**config.mk**
```make
export PLATFORM = sky130hd
export DESIGN_NAME = arb_mux
export DESIGN_NICKNAME = d
export VERILOG_FILES = /design/src/rtl/arb_mux.sv
export SDC_FILE = /design/constraint.sdc
export NUM_CORES = 1
export LEC_CHECK = 0
export CORE_UTILIZATION = 36
export CTS_CLUSTER_DIAMETER = 150
export DETAILED_ROUTE_END_ITERATION = 10
export HOLD_SLACK_MARGIN = 0.1
export PLACE_DENSITY = 0.81
export SLEW_MARGIN = 20
export SYNTH_ARGS = -nofsm -noshare
export SYNTH_HDL_FRONTEND = slang
export SYNTH_SLANG_ARGS = --single-unit
```
**constraint.sdc**
```tcl
create_clock -name clk -period 3.82 [get_ports clk]
set_clock_uncertainty 0.05 [all_clocks]
set_input_delay 0.764 -clock clk [delete_from_list [all_inputs] [get_ports clk]]
set_output_delay 0.764 -clock clk [all_outputs]
set_load 0.05 [all_outputs]
```
**src/rtl/arb_mux.sv**
```systemverilog
// arb_mux: N-channel arbiter (fixed priority, round-robin or direct select) feeding one registered output slot.
// Latency: one cycle from an input transfer to out_valid/out_data/out_grant.
// Backpressure: in_ready only while the slot is empty or draining this cycle; sustains 1 word/cycle when out_ready stays high.
module arb_mux #(
  parameter int WIDTH = 16,
  parameter int N     = 4,
  parameter int MODE  = 1,
  localparam int SELW = (N <= 2) ? 1 : $clog2(N)
) (
  input  logic               clk,
  input  logic               rst_n,
  input  logic [N*WIDTH-1:0] in_data,
  input  logic [N-1:0]       in_valid,
  output logic [N-1:0]       in_ready,
  input  logic [SELW-1:0]    sel,
  output logic [WIDTH-1:0]   out_data,
  output logic               out_valid,
  input  logic               out_ready,
  output logic [SELW-1:0]    out_grant
);

  localparam int CW = SELW + 1;

  logic [SELW-1:0]  ptr;
  logic [SELW-1:0]  ptr_next;
  logic [SELW-1:0]  grant_idx;
  logic             grant_vld;
  logic [WIDTH-1:0] grant_word;
  logic [CW-1:0]    cand;
  logic             load;
  logic             xfer;
  logic             unused_ok;

  // sel only matters for direct select, ptr only for round-robin
  assign unused_ok = ^{sel, ptr, cand};

  always_comb begin
    grant_vld = 1'b0;
    grant_idx = '0;
    cand      = '0;
    if (MODE == 0) begin
      for (int i = N - 1; i >= 0; i--) begin
        if (in_valid[i]) begin
          grant_vld = 1'b1;
          grant_idx = SELW'(i);
        end
      end
    end else if (MODE == 1) begin
      // walk backwards so the candidate closest to ptr is assigned last and wins
      for (int k = N - 1; k >= 0; k--) begin
        cand = CW'(ptr) + CW'(k);
        if (cand >= CW'(N)) cand = cand - CW'(N);
        if (in_valid[cand[SELW-1:0]]) begin
          grant_vld = 1'b1;
          grant_idx = cand[SELW-1:0];
        end
      end
    end else begin
      for (int i = 0; i < N; i++) begin
        if (sel == SELW'(i) && in_valid[i]) begin
          grant_vld = 1'b1;
          grant_idx = SELW'(i);
        end
      end
    end
  end

  always_comb begin
    grant_word = '0;
    for (int i = 0; i < N; i++) begin
      if (grant_idx == SELW'(i)) grant_word = in_data[i*WIDTH +: WIDTH];
    end
  end

  assign load = !out_valid || out_ready;

  always_comb begin
    in_ready = '0;
    if (rst_n && load && grant_vld) in_ready[grant_idx] = 1'b1;
  end

  assign xfer     = |in_ready;
  assign ptr_next = (grant_idx == SELW'(N - 1)) ? '0 : grant_idx + SELW'(1);

  always_ff @(posedge clk) begin
    if (!rst_n) begin
      out_valid <= 1'b0;
      out_data  <= '0;
      out_grant <= '0;
      ptr       <= '0;
    end else begin
      if (xfer) begin
        out_valid <= 1'b1;
        out_data  <= grant_word;
        out_grant <= grant_idx;
        if (MODE == 1) ptr <= ptr_next;
      end else if (out_valid && out_ready) begin
        out_valid <= 1'b0;
      end
    end
  end

endmodule

```
==> results.json <==
{
  "design_area_um2": 2460,
  "die_w_um": 65.1,
  "worst_pin_slew_ns": 0.545,
  "post_cts_buffers": 0,
  "drt_iter0_drc": 186,
  "dp_hpwl_um": 3490,
  "post-route-util": 0.658,
  "antenna_found_initial": 0,
  "synth_area_leader_cell": "dfxtp_1",
  "yosysWarningCount": 0,
  "max-slew-margin-rel": 0.636,
  "multi_input_area_um2": 835,
  "synth_top_family_by_area": "compound AO/OA/AOI/OAI gates",
  "gr-total-overflow": 0,
  "cp_data_arrival_time_ns": 2.82,
  "ys_top_cells_by_area": "dfxtp_1 29%, a21oi_1 18%, a22oi_1 8.4%",
  "syn2layout_area_growth_pct": 71.7,
  "clock_latency_ns": 0.26,
  "cp-end-kind": "output port",
  "grt_max_degree": 34,
  "route.top_layer_used": "met4",
  "synth_seq_cells": 21,
  "rr_worst_depth": 10,
  "r2r_start": "ptr[1]$_SDFFE_PN0P_",
  "avgSynthCellArea_um2": 6.89,
  "post-route-period-util": 0.951,
  "drive_above_1_share": 0.0614,
  "regToRegEndpoint": "out_data[4]$_SDFFE_PN0P_",
  "power.total_mw": 1.00,
  "min_path_cells": 2,
  "yosysTopAreaCellShare": 0.293,
  "postCtsHoldBufs": 0,
  "wl_met1_um": 1870,
  "ys_types": 26,
  "initial_core_util": 0.383,
  "numCtsBuffers": 3,
  "min_period_ns": 3.63,
  "first_pass_iters": 5,
  "peakVddDrop_v": 0.000260,
  "tns_ns": 0,
  "syn_nets": 285,
  "dr_wl_met2_um": 2230,
  "ff2ff_setup_slack_ns": 1.06,
  "drc": 0,
  "slowest_stage": "clkdlybuf4s50_1",
  "nNetsFinal": 371,
  "ant_nets": 0,
  "antenna_cells": 0,
  "ioPinCount": 96,
  "fmax_ghz": 0.275,
  "crit_path_start_kind": "primary input",
  "track_usage": 0.226,
  "cts_sinks": 21,
  "max_cap_violations": 0,
  "yosysSeqAreaShare": 0.293,
  "path_cells": "clkdlybuf4s50_1 -> a21oi_1 -> o21a_1 -> o22ai_1 -> inv_1 -> ha_1 -> buf_4 -> and2_1 -> buf_12",
  "gp_congestion": 0.794,
  "path_class": "primary input to output port",
  "cp.required_ns": 3.01,
  "cp_slowest_stage_delay_ns": 0.56,
  "num_rows": 22,
  "finalHoldViolCount": 0,
  "cellLeakagePower_nw": 0.989,
  "synth.area.mux_share": 0.00698,
  "dr_total_vias": 1783,
  "die_h_um": 65.1,
  "crit_fanout": 33,
  "syn_area_um2": 1430,
  "cts.repair.resized": 0,
  "synth-compound-area-share": 0.417,
  "holdCritPathClass": "register to register",
  "clock_path_buffers": 2,
  "core_um2": 3740,
  "hold_start": "out_grant[1]$_SDFFE_PN0P_",
  "wl_met3_um": 499,
  "register_area_um2": 420,
  "netlist_instances": 208,
  "grt_setup_unrepaired": "false",
  "place_area_um2": 2410,
  "finalSetupViolCount": 0,
  "synthXorXnorAreaFrac": 0,
  "grt_first_pass_wirelength_um": 7520,
  "status": "finished, final reports clean",
  "fill_cells": 343,
  "cts_tree": "yes",
  "synth-simple-area-share": 0.120,
  "wl_per_cell_um": 13.5,
  "via_per_inst": 5.23,
  "hold_end": "out_grant[1]$_SDFFE_PN0P_",
  "crit_family": "buffers and inverters",
  "clk_pin_slew_ns": 0.07,
  "slew_violations": 0,
  "p_per_area_nw_per_um2": 407,
  "root_buffer": "clkbuf_8",
  "die-area_um2": 4240,
  "grt_pass1_vias": 1715,
  "worstPathBufferInverterCount": 4,
  "post-place-ws_ns": 0.218,
  "setup_ws_ns": 0.188,
  "cts_max_level": 1,
  "routed_wl_um": 4620,
  "portBuffers": 93,
  "synthAdderAreaFrac": 0.0349
}
[metrics by stage]
step	hold WS, ns	cells
6_report	0.412	341
5_1_grt	0.432	341
4_1_cts	0.418	341
3_5_place_dp	0.408	337
3_3_place_gp	0.401	337
2_1_floorplan	0.433	208
[flip-flops by register name, indices dropped and copies added, names as in the netlist]
register,flops
out_data,16
out_valid,1
ptr,2
out_grant,2
[cells by family (layout without fill, tap and decap cells)]
family,Yosys count,count (layout)
buffers and inverters,39,124
flip-flops,21,21
AND/OR/NAND/NOR,36,36
AO/OA/AOI/OAI,107,107
adder cells (fa/ha/maj),4,4
multiplexers,1,1
[how the worst max path moves through the flow]
| stage | start | end | slack (ns) | cells past startpoint |
|---|---|---|---|---|
| floorplan | in_valid[2] | in_ready[3] | 0.66 | 7 |
| global placement | in_valid[0] | in_ready[2] | 0.27 | 9 |
| detailed placement | in_valid[0] | out_data[7]$_SDFFE_PN0P_ | 0.22 | 11 |
| CTS | in_valid[0] | in_ready[2] | 0.21 | 9 |
| global route | in_valid[0] | in_ready[2] | 0.1 | 9 |
| finish | in_valid[0] | in_ready[2] | 0.19 | 9 |
[synthesized netlist by cell type, drive strengths merged]
| cell type | number |
|---|---|
| dfxtp | 21 |
| o21ai | 33 |
| inv | 19 |
| and4 | 1 |
| nor2 | 3 |
| a21oi | 51 |
| a22oi | 16 |
| ha | 4 |
| o22ai | 1 |
| or4 | 2 |
| and2 | 4 |
| nand2 | 20 |
| o21a | 1 |
| o221ai | 1 |
| mux2i | 1 |
| nand2b | 2 |
| a21boi | 3 |
| nor4 | 1 |
| nand4 | 1 |
| nor3 | 1 |
| and3 | 1 |
| a31o | 1 |
| buf | 5 |
| clkbuf | 15 |
[worst reg2reg max path, cell delays in order, from the launching register on]
cell     delay [ns]
dfxtp_1        0.45
mux2i_1        0.23
nor2_1         0.08
nor3_2         0.25
inv_1          0.10
ha_1           0.22
or4_1          0.54
and4_1         0.32
buf_4          0.23
o21ai_1        0.14
a21oi_1        0.05
[power by group]
group / internal (mW) / switching [mW] / leakage, nW / total (mW)
clock: 0.0743 / 0.0703 / 0.0228 / 0.145
combinational: 0.238 / 0.340 / 0.793 / 0.577
sequential: 0.258 / 0.0231 / 0.173 / 0.281
total: 0.570 / 0.433 / 0.989 / 1.00
[final cells by class]
type | instances | share of cell area
clock buffers | 4 | 0.0183
inverters | 19 | 0.0290
multi-input cells | 148 | 0.339
flip-flops and latches | 21 | 0.171
well taps | 48 | 0.0244
repair buffers | 101 | 0.419
[cells in the final DEF, fill, tap and decap left out, types with 3 or more instances in the layout]
cell type and count:
a21boi_0 3, a21oi_1 51, a22oi_1 16, and2_1 4, buf_12 4, buf_4 8
clkbuf_8 3, clkdlybuf4s50_1 89, dfxtp_1 21, ha_1 4, inv_1 19, nand2_1 20
nor2_1 3, o21ai_0 19, o21ai_1 13
[per-layer routing]
layer	GRT usage	vias to the layer above
met5	0	-
met4	0.0109	0
met3	0.0938	2
met2	0.410	86
met1	0.259	792
li1	-	903
(Power assumes the default switching activity.)
